File: src/rtl/dsss_spreader.sv
`default_nettype none
// ============================================================================
// Module  : dsss_spreader
// Brief   : Serialises DATA_W-bit words MSB first and spreads each bit into
//           SPREAD chips by XOR with a runtime-loadable code.
// Rev     : 1.0
// ============================================================================
module dsss_spreader #(
    parameter int                DATA_W    = 8,
    parameter int                SPREAD    = 24,
    parameter logic [SPREAD-1:0] CODE_INIT = SPREAD'(24'hF13A65)
) (
    input  logic              i_clk,
    input  logic              i_reset,
    input  logic [DATA_W-1:0] i_data,
    input  logic              i_valid,
    output logic              o_readi,
    input  logic [SPREAD-1:0] i_code,
    input  logic              i_code_we,
    output logic              o_data,
    output logic              o_valid,
    output logic              o_last,
    input  logic              i_ready
);

    localparam int c_CW = (SPREAD > 1) ? $clog2(SPREAD) : 1;
    localparam int c_BW = (DATA_W > 1) ? $clog2(DATA_W) : 1;
    localparam logic [c_CW-1:0] c_CHIP_LAST = c_CW'(SPREAD - 1);
    localparam logic [c_BW-1:0] c_BIT_LAST  = c_BW'(DATA_W - 1);

    typedef enum logic [0:0] {
        S_IDLE = 1'b0,
        S_RUN  = 1'b1
    } state_t;

    state_t              r_state, w_state_nxt;
    logic [DATA_W-1:0]   r_buf;
    logic                r_buf_full;
    logic                r_readi;
    logic [DATA_W-1:0]   r_shift, w_shift_nxt;
    logic [c_BW-1:0]     r_bit_cnt, w_bit_nxt;
    logic [c_CW-1:0]     r_chip_cnt, w_chip_nxt;
    logic [c_CW-1:0]     w_chip_idx;
    logic [SPREAD-1:0]   r_code_act, w_code_act_nxt;
    logic [SPREAD-1:0]   r_code_pend;
    logic                r_odata, w_odata_nxt;
    logic                r_ovalid, w_ovalid_nxt;
    logic                r_olast, w_olast_nxt;
    logic                w_load;
    logic                w_emit;
    logic                w_accept;
    logic                w_buf_full_nxt;

    assign w_accept       = i_valid & r_readi;
    assign w_buf_full_nxt = w_accept | (r_buf_full & ~w_load);

    always_comb begin
        w_state_nxt    = r_state;
        w_shift_nxt    = r_shift;
        w_bit_nxt      = r_bit_cnt;
        w_chip_nxt     = r_chip_cnt;
        w_code_act_nxt = r_code_act;
        w_odata_nxt    = r_odata;
        w_ovalid_nxt   = r_ovalid;
        w_olast_nxt    = r_olast;
        w_load         = 1'b0;
        w_emit         = 1'b0;
        w_chip_idx     = '0;

        case (r_state)
            S_IDLE: begin
                w_odata_nxt  = 1'b0;
                w_ovalid_nxt = 1'b0;
                w_olast_nxt  = 1'b0;
                if (r_buf_full) begin
                    w_load      = 1'b1;
                    w_state_nxt = S_RUN;
                end
            end
            S_RUN: begin
                // The output register holds its chip until downstream takes it.
                if (i_ready || !r_ovalid) begin
                    if (r_olast) begin
                        if (r_buf_full) begin
                            w_load = 1'b1;
                        end else begin
                            w_state_nxt  = S_IDLE;
                            w_odata_nxt  = 1'b0;
                            w_ovalid_nxt = 1'b0;
                            w_olast_nxt  = 1'b0;
                        end
                    end else begin
                        w_emit = 1'b1;
                        if (r_chip_cnt == c_CHIP_LAST) begin
                            w_chip_nxt  = '0;
                            w_shift_nxt = r_shift << 1;
                            w_bit_nxt   = r_bit_cnt + c_BW'(1);
                        end else begin
                            w_chip_nxt = r_chip_cnt + c_CW'(1);
                        end
                    end
                end
            end
            default: w_state_nxt = S_IDLE;
        endcase

        // A new word takes the code pending before this edge.
        if (w_load) begin
            w_emit         = 1'b1;
            w_shift_nxt    = r_buf;
            w_bit_nxt      = '0;
            w_chip_nxt     = '0;
            w_code_act_nxt = r_code_pend;
        end

        if (w_emit) begin
            w_chip_idx   = c_CHIP_LAST - w_chip_nxt;
            w_ovalid_nxt = 1'b1;
            w_odata_nxt  = w_shift_nxt[DATA_W-1] ^ w_code_act_nxt[w_chip_idx];
            w_olast_nxt  = (w_bit_nxt == c_BIT_LAST) && (w_chip_nxt == c_CHIP_LAST);
        end
    end

    always_ff @(posedge i_clk) begin
        if (i_reset) begin
            r_state     <= S_IDLE;
            r_buf       <= '0;
            r_buf_full  <= 1'b0;
            r_readi     <= 1'b0;
            r_shift     <= '0;
            r_bit_cnt   <= '0;
            r_chip_cnt  <= '0;
            r_code_act  <= CODE_INIT;
            r_code_pend <= CODE_INIT;
            r_odata     <= 1'b0;
            r_ovalid    <= 1'b0;
            r_olast     <= 1'b0;
        end else begin
            r_state    <= w_state_nxt;
            if (w_accept) begin
                r_buf <= i_data;
            end
            r_buf_full <= w_buf_full_nxt;
            r_readi    <= ~w_buf_full_nxt;
            r_shift    <= w_shift_nxt;
            r_bit_cnt  <= w_bit_nxt;
            r_chip_cnt <= w_chip_nxt;
            r_code_act <= w_code_act_nxt;
            if (i_code_we) begin
                r_code_pend <= i_code;
            end
            r_odata    <= w_odata_nxt;
            r_ovalid   <= w_ovalid_nxt;
            r_olast    <= w_olast_nxt;
        end
    end

    assign o_readi = r_readi;
    assign o_data  = r_odata;
    assign o_valid = r_ovalid;
    assign o_last  = r_olast;

endmodule
`default_nettype wire

File: config.mk
export PLATFORM = sky130hd
export DESIGN_NAME = dsss_spreader
export DESIGN_NICKNAME = d
export VERILOG_FILES = /design/src/rtl/dsss_spreader.sv
export SDC_FILE = /design/constraint.sdc
export NUM_CORES = 1
export LEC_CHECK = 0
export ABC_AREA = 1
export ABC_CLOCK_PERIOD_IN_PS = 1900
export CORE_MARGIN = 3
export CORE_UTILIZATION = 50
export DETAILED_ROUTE_END_ITERATION = 6
export HOLD_SLACK_MARGIN = 0.08
export PLACE_DENSITY = 0.76
export SYNTH_ARGS = -nofsm -noshare
export SYNTH_HDL_FRONTEND = slang
export SYNTH_SLANG_ARGS = --single-unit
File: constraint.sdc
create_clock -name i_clk -period 1.9 [get_ports i_clk]
set_input_delay 0.38 -clock i_clk [delete_from_list [all_inputs] [get_ports i_clk]]
set_output_delay 0.38 -clock i_clk [all_outputs]
set_load 0.03 [all_outputs]
==> results.toml, run 1 <==
[cells_and_area]
number_of_filler_cells_placed_in_the_layout = 523
final_cell_mix = "sky130_fd_sc_hd__nand2_1 (86), sky130_fd_sc_hd__dfxtp_1 (73), sky130_fd_sc_hd__inv_1 (54)"
insertedDiodeCount = 0
drive_above_1_share_pct = 21.97
final_net_count = 572
fin_area_um2 = 4511
layout.cells.most_common = "sky130_fd_sc_hd__nand2_1"
ff_latch_area_um2 = 1575
layout-area-overhead-vs-synth_pct = 34.97
multi_input_comb_area_um2 = 1575

[critical_path]
path_delay_family = "simple AND/OR/NAND/NOR gates"
ff2ff_setup_slack_ns = 0.02
crit_buf_inv = 3
critical_path_s_most_frequent_cell = "sky130_fd_sc_hd__nand3_1"
critPathArrivalTime_ns = 2.12
critPathLaunchType = "register"
endpoint_kind = "register"
r2r_cells = 15
critical_path.cell_chain = "inv_2, nor2_4, nor2_4, buf_4, nand2_4, nand3_2, buf_6, nand2_1, nand3_1, nand3_1, nand3_1, nand3_1, nand3_1, nand3_2, a21oi_2"
critical_r2r_launch = "o_valid$_SDFFE_PP0P_"
timing.critical_path.slowest_cell_delay_ns = 0.38
worst_setup_path_startpoint = "o_valid$_SDFFE_PP0P_"
worstSetupPathType = "reg2reg"
timing.critical_path.slowest_stage_cell = "sky130_fd_sc_hd__dfxtp_4"
timing.critical_path.required_ns = 2.14
worst_r2r_endpoint = "o_data$_SDFFE_PP0P_"
critPathMaxFanout = 5

[timing]
report.final.hold_viol_count = 0
timing.final.max_slew_violations = 0
rsz0062_at_grt = "true"
worst_pin_slew_ns = 0.4814
min_period_over_period_pct = 99.12
relative_slew_margins_pct = 67.87
finalSetupViolations = 0
min_period_ns = 1.883
clock_skew_ns = 0.004511
achievable-frequency_mhz = 531.0

[clock_tree]
ctsRootBufferMaster = "sky130_fd_sc_hd__clkbuf_8"
cts_tree = "yes"
cts.htree.levels = 3
cts.sinks = 78
clockBufferDepth = 2
cts_made_buffers = 9
clk_latency_ns = 0.35
clock_transition_at_the_registers_of_the_reported_paths_ns = 0.08
cts_hold_repair.buffers = 0

[power_and_ir_drop]
power_mw = 3.859
p_per_area_nw_per_um2 = 855.5
worst_supply_voltage_drop_on_vdd_v = 0.0006007
power.leakage_nw = 2.013

[yosys]
synth.largest_area_cell = "sky130_fd_sc_hd__dfxtp_1"
syn-mean-instance-area_um2 = 7.361
synth_cells = 454
synth_seq_cells = 78
synthTopCellsByArea = "sky130_fd_sc_hd__dfxtp_1 (47%), sky130_fd_sc_hd__nand2_1 (9.8%), sky130_fd_sc_hd__o21ai_0 (7.8%)"
postSynthNetCount = 494
yosysWarningCount = 0
number_of_unique_standard_cell_types_used_by_synthesis = 32
synth_sequential_area_ratio_pct = 46.72
synth_top_area_share_pct = 46.72
netlist_area_um2 = 3342

[grt]
first_global_vias = 2885
grt_pass1_wl_mm = 12.63
antenna_found_initial = 0
overflow = 0
grt_start_max_net_pins = 28
grt_use_total_pct = 20.86

[detailed_routing]
totalWireLength_mm = 7.576
routed_wire_length_per_instance_um = 12.34
drtIter0Drc = 174
postRouteAntennaNets = 0
drt_pre_antenna_iters = 4
route.detailed.drc = 0
vias = 3026
routed_via_density = 4.928

[hold_path]
timing.hold.worst.start = "r_code_pend[12]$_SDFFE_PP1P_"
hold_depth = 2
hp-class = "reg2reg"
whs_endpoint = "r_code_pend[12]$_SDFFE_PP1P_"

[placed_design]
place_hpwl_mm = 5.113
gp_congestion = 0.9025
dpl-instance-area_um2 = 4045
numPortBuffers = 40

[floorplanning]
ioPinCount = 41
die_w_um = 87.76
chipHeight_um = 87.76
placement_rows = 29
initial_core_util_pct = 52.04
core-area_um2 = 6422
die_area_um2 = 7701

[status]
run_status = "finished clean"

[job]
drv_cap = 0
==> worst min-delay path, cell delays in order, from the launching register on <==
cell and delay (ns):
sky130_fd_sc_hd__dfxtp_1 0.30, sky130_fd_sc_hd__inv_1 0.05, sky130_fd_sc_hd__o21ai_0 0.07
==> flip-flops by register name (all words and copies together), names as in the netlist <==
name         count
o_data           1
o_last           1
o_readi          1
o_valid          1
r_bit_cnt        3
r_buf            8
r_buf_full       1
r_chip_cnt       5
r_code_act      24
r_code_pend     24
r_shift          8
r_state          1
==> cell usage after synthesis <==
library cell / n
sky130_fd_sc_hd__dfxtp_1: 78
sky130_fd_sc_hd__buf_1: 2
sky130_fd_sc_hd__xor2_1: 3
sky130_fd_sc_hd__o211ai_1: 1
sky130_fd_sc_hd__inv_2: 2
sky130_fd_sc_hd__ha_1: 3
sky130_fd_sc_hd__inv_1: 60
sky130_fd_sc_hd__o21ai_1: 8
sky130_fd_sc_hd__nor2_1: 43
sky130_fd_sc_hd__buf_2: 5
sky130_fd_sc_hd__o21ai_0: 52
sky130_fd_sc_hd__a31oi_1: 5
sky130_fd_sc_hd__nor2_2: 1
sky130_fd_sc_hd__nor2_4: 2
sky130_fd_sc_hd__nand4_1: 3
sky130_fd_sc_hd__nand3_1: 27
sky130_fd_sc_hd__a221oi_1: 1
sky130_fd_sc_hd__nand3_4: 1
sky130_fd_sc_hd__nand2_4: 3
sky130_fd_sc_hd__clkbuf_1: 12
sky130_fd_sc_hd__a21o_1: 1
sky130_fd_sc_hd__a211oi_1: 1
sky130_fd_sc_hd__a21oi_1: 30
sky130_fd_sc_hd__buf_4: 1
sky130_fd_sc_hd__nand2_2: 1
sky130_fd_sc_hd__nand3_2: 4
sky130_fd_sc_hd__nand2_1: 87
sky130_fd_sc_hd__nor3_1: 1
sky130_fd_sc_hd__nor4_1: 1
sky130_fd_sc_hd__a21oi_2: 1
sky130_fd_sc_hd__buf_6: 2
sky130_fd_sc_hd__or2_2: 12
==> worst max-delay path by stage <==
stage	endpoint	slack, ns	cells after the start
after CTS	o_data$_SDFFE_PP0P_	-0.02	15
after floorplan	o_data$_SDFFE_PP0P_	-0.07	15
after global placement	o_data$_SDFFE_PP0P_	-0.51	15
after global routing	o_data$_SDFFE_PP0P_	-0.12	16
final	o_data$_SDFFE_PP0P_	0.02	15
after detailed placement	o_data$_SDFFE_PP0P_	-0.57	15
==> power breakdown <==
part | switching, mW | internal, mW | total, mW
Clock | 0.598 | 0.873 | 1.47
Combinational | 0.341 | 0.282 | 0.623
Sequential | 0.0380 | 1.73 | 1.77
==> per-stage QoR <==
| stage | std cells | setup slack [ns] | hold WS [ns] | setup TNS, ns | util, % |
|---|---|---|---|---|---|
| finish | 614 | 0.01678 | 0.4655 | 0 | 70.23 |
| global route | 614 | -0.1189 | 0.4880 | -0.1355 | 70.23 |
| CTS | 608 | -0.01733 | 0.4654 | -0.01733 | 68.61 |
| detailed placement | 583 | -0.5723 | 0.4510 | -3.098 | 62.98 |
| global placement | 583 | -0.5133 | 0.4496 | -2.933 | 62.98 |
| floorplan | 454 | -0.06845 | 0.4246 | -0.06845 | - |
==> timing repair <==
item	CTS	global route
gates cloned	2	0
setup endpoints to repair	2	2
setup buffers	7	6
gates resized for setup	17	18
pin swaps	11	10
==> layout make-up <==
| type | instances | share of cell area (%) |
|---|---|---|
| flip-flops and latches | 78 | 34.92 |
| inverters | 62 | 5.215 |
| clock buffers | 10 | 2.829 |
| multi-input cells | 293 | 34.92 |
| well taps | 77 | 2.136 |
| repair buffers | 88 | 17.56 |
| clock inverters | 6 | 2.413 |
==> per-layer routing <==
| metal | wire length [µm] | GRT usage, % |
|---|---|---|
| met5 | 0 | 0 |
| met4 | 150 | 8.647 |
| met1 | 3519 | 26.65 |
| met2 | 3538 | 34.59 |
| met3 | 368 | 3.951 |
==> kinds of logic after synthesis <==
family	count (synthesis)	synth area share, %
XOR/XNOR	3	0.7864
AO/OA/AOI/OAI	100	15.61
buffers and inverters	84	10.18
adder cells (fa/ha/maj)	3	1.123
AND/OR/NAND/NOR	186	25.57
flip-flops	78	46.72
Note: power is estimated with default switching activity, not from simulation.
==> run 2: changes to the inputs <==
Settings changed: MAX_ROUTING_LAYER set to met4.
==> run 2 against run 1 <==
Compared with the run above:
- the run now ends with negative setup slack left
- sequential share of layout area rose by 0.078 points
- maximum frequency fell by 2.4%
- cell count fell by 0.16%
- register-to-register slack got worse by 0.05 ns
- design area fell by 0.22%
- critical path type unchanged
==> results.toml, run 2 (synthesis results as in run 1) <==
[status]
run_status = "complete, but fails checks"
violations = "negative setup slack"

[floorplanning]
core-area_um2 = 6422
die_area_um2 = 7701
placement_rows = 29
initial_core_util_pct = 52.04
ioPinCount = 41
die_w_um = 87.76
chipHeight_um = 87.76

[clock_tree]
cts_made_buffers = 9
cts_hold_repair.buffers = 0
clk_latency_ns = 0.35
cts.sinks = 78
clockBufferDepth = 2
ctsRootBufferMaster = "sky130_fd_sc_hd__clkbuf_8"
clock_transition_at_the_registers_of_the_reported_paths_ns = 0.08
cts.htree.levels = 3
cts_tree = "yes"

[cells_and_area]
fin_area_um2 = 4501
drive_above_1_share_pct = 21.46
insertedDiodeCount = 0
final_cell_mix = "sky130_fd_sc_hd__nand2_1 (86), sky130_fd_sc_hd__dfxtp_1 (73), sky130_fd_sc_hd__inv_1 (54)"
final_net_count = 571
layout-area-overhead-vs-synth_pct = 34.67
biggestRegsByFlops = "r_code_act (24), r_code_pend (24)"
instances_no_fill = 613
layout.cells.most_common = "sky130_fd_sc_hd__nand2_1"

[detailed_routing]
drtIter0Drc = 212
vias = 3101
route.detailed.drc = 0
drt_pre_antenna_iters = 4
routed_via_density = 5.059
totalWireLength_mm = 7.715
routed_wire_length_per_instance_um = 12.59
postRouteAntennaNets = 0

[critical_path]
endpoint_kind = "register"
r2r_cells = 15
ff2ff_setup_slack_ns = -0.03
critPathArrivalTime_ns = 2.22
worst_r2r_endpoint = "o_data$_SDFFE_PP0P_"
timing.critical_path.required_ns = 2.19
critPathMaxFanout = 4
critical_r2r_launch = "o_valid$_SDFFE_PP0P_"
worstSetupPathType = "reg2reg"
critPathLaunchType = "register"
setup.worst_path.end = "o_data$_SDFFE_PP0P_"
worst_setup_path_startpoint = "o_valid$_SDFFE_PP0P_"

[timing]
achievable-frequency_mhz = 518.5
finalSetupViolations = 1
min_period_over_period_pct = 101.5
relative_slew_margins_pct = 67.96
fin_worst_hold_slack_ns = 0.4657
clock_skew_ns = 0.004289
final_critical_path_setup_slack_ns = -0.02857
report.final.hold_viol_count = 0
rsz0062_at_grt = "true"
timing.final.max_slew_violations = 0
worst_pin_slew_ns = 0.4800
total_negative_slack_ns = -0.02857
min_period_ns = 1.929

[grt]
antenna_found_initial = 0
first_global_vias = 2876
grt_use_total_pct = 21.55
grt_start_max_net_pins = 28
grt_pass1_wl_mm = 12.65
overflow = 0

[power_and_ir_drop]
power.leakage_nw = 2.012
worst_supply_voltage_drop_on_vdd_v = 0.0005980
p_per_area_nw_per_um2 = 858.4

[hold_path]
timing.hold.worst.start = "r_code_pend[12]$_SDFFE_PP1P_"
hp-class = "reg2reg"

[job]
drv_cap = 0

[placed_design]
placedCellCount = 583
gp_congestion = 0.9180
place_worst_setup_slack_ns = -0.5723
numPortBuffers = 40
place_hpwl_mm = 5.113
dpl-instance-area_um2 = 4045
-- run 2: cell types whose count changed in the layout (fill, tap and decap cells not counted), sizes merged --
cell / previous run / this run
buf: 48 / 47
-- run 2: metrics by stage --
step	util [%]	power (mW)
2_1_floorplan	-	2.154
3_3_place_gp	62.98	2.351
3_5_place_dp	62.98	2.368
4_1_cts	68.61	3.865
5_1_grt	70.08	4.021
6_report	70.08	3.863
-- run 2: layout make-up --
type	count	area, µm²
Multi-Input combinational cell	293	1573
Inverter	62	235.2
Tap cell	77	96.34
Sequential cell	78	1575
Clock inverter	6	108.9
Fill cell	530	1922
Clock buffer	10	127.6
Timing Repair Buffer	87	784.5
-- run 2: worst min path at each step --
stage | end | cells after the start
3_3_place_gp | r_code_pend[12]$_SDFFE_PP1P_ | 2
6_report | r_code_pend[12]$_SDFFE_PP1P_ | 2
2_1_floorplan | r_buf[7]$_SDFFE_PP0P_ | 2
4_1_cts | r_code_pend[12]$_SDFFE_PP1P_ | 2
5_1_grt | r_code_pend[15]$_SDFFE_PP0P_ | 2
3_5_place_dp | r_code_pend[12]$_SDFFE_PP1P_ | 2
-- run 2: worst max-delay path, cell delays in order, from the launching register on --
cell and delay [ns]:
sky130_fd_sc_hd__dfxtp_4 0.37, sky130_fd_sc_hd__inv_2 0.07, sky130_fd_sc_hd__nor2_4 0.04, sky130_fd_sc_hd__nor2_4 0.14
sky130_fd_sc_hd__nand4_1 0.15, sky130_fd_sc_hd__xor2_2 0.19, sky130_fd_sc_hd__nor2_4 0.10, sky130_fd_sc_hd__inv_2 0.05
sky130_fd_sc_hd__ha_4 0.23, sky130_fd_sc_hd__nor2_4 0.09, sky130_fd_sc_hd__nand3_1 0.09, sky130_fd_sc_hd__nand2_1 0.07
sky130_fd_sc_hd__inv_1 0.05, sky130_fd_sc_hd__nand3_2 0.05, sky130_fd_sc_hd__nand3_2 0.06, sky130_fd_sc_hd__a21oi_2 0.11
-- run 2: repair_timing --
item	in CTS	in global routing
pin swaps	11	13
resized for setup	17	17
gates cloned	2	0
setup buffers	7	5
setup endpoints to repair	2	2
endpoints found under the hold margin	0	0
-- run 2: power breakdown --
group	switching [mW]	internal, mW
sequential	0.0378	1.73
combinational	0.345	0.280
clock	0.601	0.873
-- run 2: layer usage --
metal,up-vias,routed length [µm],global-route usage [%]
li1,1605,-,-
met1,1394,3502,26.77
met2,83,3602,34.59
met3,19,411,3.951
met4,0,199,8.647
met5,-,0,-
==> run 3: changes to the inputs <==
Settings changed: PLACE_DENSITY 0.76 to 0.84.
==> run 3 against run 2 <==
Compared with the run above:
- largest power group unchanged
- critical endpoint unchanged
- non-clock buffer count shrank 10
- wire length down 1.9%
- first-iteration DRC count down 17%
- via count is 3.1% lower
- maximum frequency grew 1.1%
- total power shrank 7.4%
- sequential power about the same
- the run still ends with negative setup slack left
- combinational power is 5.3% lower
- critical path depth decreased by 3
==> results.toml, run 3 (synthesis results as in run 1) <==
[status]
run_status = "complete, but fails checks"
violations = "negative setup slack"

[clock_tree]
cts_made_buffers = 9
ctsRootBufferMaster = "sky130_fd_sc_hd__clkbuf_8"
cts_hold_repair.buffers = 0
cts_tree = "yes"
clockBufferDepth = 2
cts.htree.levels = 3
clock_transition_at_the_registers_of_the_reported_paths_ns = 0.08
clk_latency_ns = 0.35
cts.sinks = 78

[placed_design]
dpl-instance-area_um2 = 4078
gp_congestion = 0.9529
place_hpwl_mm = 5.349
numPortBuffers = 40
place_worst_setup_slack_ns = -0.5348

[timing]
worst_pin_slew_ns = 0.4744
relative_slew_margins_pct = 68.34
report.final.hold_viol_count = 0
rsz0062_at_grt = "true"
achievable-frequency_mhz = 524.0
min_period_over_period_pct = 100.4
timing.final.max_slew_violations = 0
finalSetupViolations = 1
clock_skew_ns = 0.006429
final_critical_path_setup_slack_ns = -0.008414
min_period_ns = 1.908
total_negative_slack_ns = -0.008414

[critical_path]
ff2ff_setup_slack_ns = -0.008
critPathLaunchType = "register"
crit_buf_inv = 2
endpoint_kind = "register"
critical_path.cell_chain = "inv_2, nand2_4, nor2_4, nand4_1, xor2_1, nor2_2, inv_2, ha_4, nand4_1, nand3_1, nand3_2, a21oi_2"
critical_r2r_launch = "o_last$_SDFFE_PP0P_"
timing.critical_path.required_ns = 2.19
timing.critical_path.slowest_stage_cell = "sky130_fd_sc_hd__dfxtp_4"
worst_r2r_endpoint = "o_data$_SDFFE_PP0P_"
path_delay_family = "simple AND/OR/NAND/NOR gates"
worstSetupPathType = "reg2reg"
r2r_cells = 12
timing.critical_path.slowest_cell_delay_ns = 0.36
critPathArrivalTime_ns = 2.20
critPathMaxFanout = 4
path_depth = 12

[hold_path]
hold_depth = 2
timing.hold.worst.start = "r_code_pend[15]$_SDFFE_PP0P_"
hp-class = "reg2reg"
whs_endpoint = "r_code_pend[15]$_SDFFE_PP0P_"

[cells_and_area]
final_cell_mix = "sky130_fd_sc_hd__nand2_1 (87), sky130_fd_sc_hd__dfxtp_1 (73), sky130_fd_sc_hd__inv_1 (55)"
number_of_filler_cells_placed_in_the_layout = 512
finalCoreUtilization_pct = 67.41
multi_input_comb_area_um2 = 1513
insertedDiodeCount = 0
ff_latch_area_um2 = 1573
layout-area-overhead-vs-synth_pct = 29.54
fin_area_um2 = 4329
drive_above_1_share_pct = 18.70
final_net_count = 560
biggestRegsByFlops = "r_code_act (24), r_code_pend (24)"
layout.cells.most_common = "sky130_fd_sc_hd__nand2_1"

[floorplanning]
chipHeight_um = 87.76
placement_rows = 29
core-area_um2 = 6422
ioPinCount = 41
initial_core_util_pct = 52.04
die_w_um = 87.76
die_area_um2 = 7701

[detailed_routing]
routed_via_density = 4.998
drt_pre_antenna_iters = 4
routed_wire_length_per_instance_um = 12.60
vias = 3004
route.detailed.drc = 0
postRouteAntennaNets = 0
totalWireLength_mm = 7.570
drtIter0Drc = 177

[grt]
grt_start_max_net_pins = 32
gr-usage-met2_pct = 35.96
first_global_vias = 2895
use_met3_pct = 3.387
overflow = 0
grt_use_total_pct = 21.82
grt-busiest-layer = "met2"
grt_pass1_wl_mm = 12.80
antenna_found_initial = 0
global_route.usage.met1_pct = 26.29

[power_and_ir_drop]
p_per_area_nw_per_um2 = 826.3
worst_supply_voltage_drop_on_vdd_v = 0.0005465
power.leakage_nw = 1.943
internal-power_mw = 2.629
power_frac_seq_pct = 49.4
power_mw = 3.577
net-switching-power_mw = 0.9485
switching_share_of_power_pct = 26.51
combPwrFrac_pct = 16.6
clock_power_share_pct = 34.0

[job]
drv_cap = 0
-- run 3: per-layer routing --
layer / part of all wire, % / up-vias
li1: - / 1576
met1: 47 / 1351
met2: 47 / 65
met3: 3.4 / 12
met4: 2.1 / 0
met5: 0 / -
-- run 3: layout make-up --
cell class                      instances  area share (%)
Sequential cell                        78           36.33
Multi-Input combinational cell        292           34.94
Timing Repair Buffer                   77           16.79
Inverter                               62           5.376
Clock buffer                           11           3.266
Tap cell                               77           2.225
Clock inverter                          4           1.069
-- run 3: worst max-delay path by stage --
stage                             startpoint                  end  slack [ns]
floorplan                o_last$_SDFFE_PP0P_  o_data$_SDFFE_PP0P_       -0.07
global placement                     i_ready  o_data$_SDFFE_PP0P_       -0.47
detailed placement                   i_ready  o_data$_SDFFE_PP0P_       -0.53
CTS                     o_valid$_SDFFE_PP0P_  o_data$_SDFFE_PP0P_       -0.01
global route        r_chip_cnt[1]$_SDFF_PP0_  o_data$_SDFFE_PP0P_       -0.17
finish                   o_last$_SDFFE_PP0P_  o_data$_SDFFE_PP0P_      -0.008
-- run 3: repair_timing --
action,CTS,global route
pin swaps,1,5
resized for setup,7,9
endpoints found under the setup margin,2,3
buffers inserted,1,1
-- run 3: tightest hold or removal path: stages (launching register included) --
cell and delay [ns]:
sky130_fd_sc_hd__dfxtp_1 0.30, sky130_fd_sc_hd__inv_1 0.06, sky130_fd_sc_hd__a21oi_1 0.06
-- run 3: stage by stage --
stage          hold WS (ns)  instances
6_report             0.4603        601
5_1_grt              0.4824        601
2_1_floorplan        0.4246        454
3_3_place_gp         0.4436        584
3_5_place_dp         0.4510        584
4_1_cts              0.4614        600
-- run 3: power groups by stage --
stage	clock network [mW]	logic, mW	registers [mW]
4_1_cts	1.23	0.585	1.77
5_1_grt	1.30	0.664	1.78
2_1_floorplan	0	0.348	1.81
6_report	1.22	0.592	1.77
3_5_place_dp	0	0.577	1.80
3_3_place_gp	0	0.561	1.80
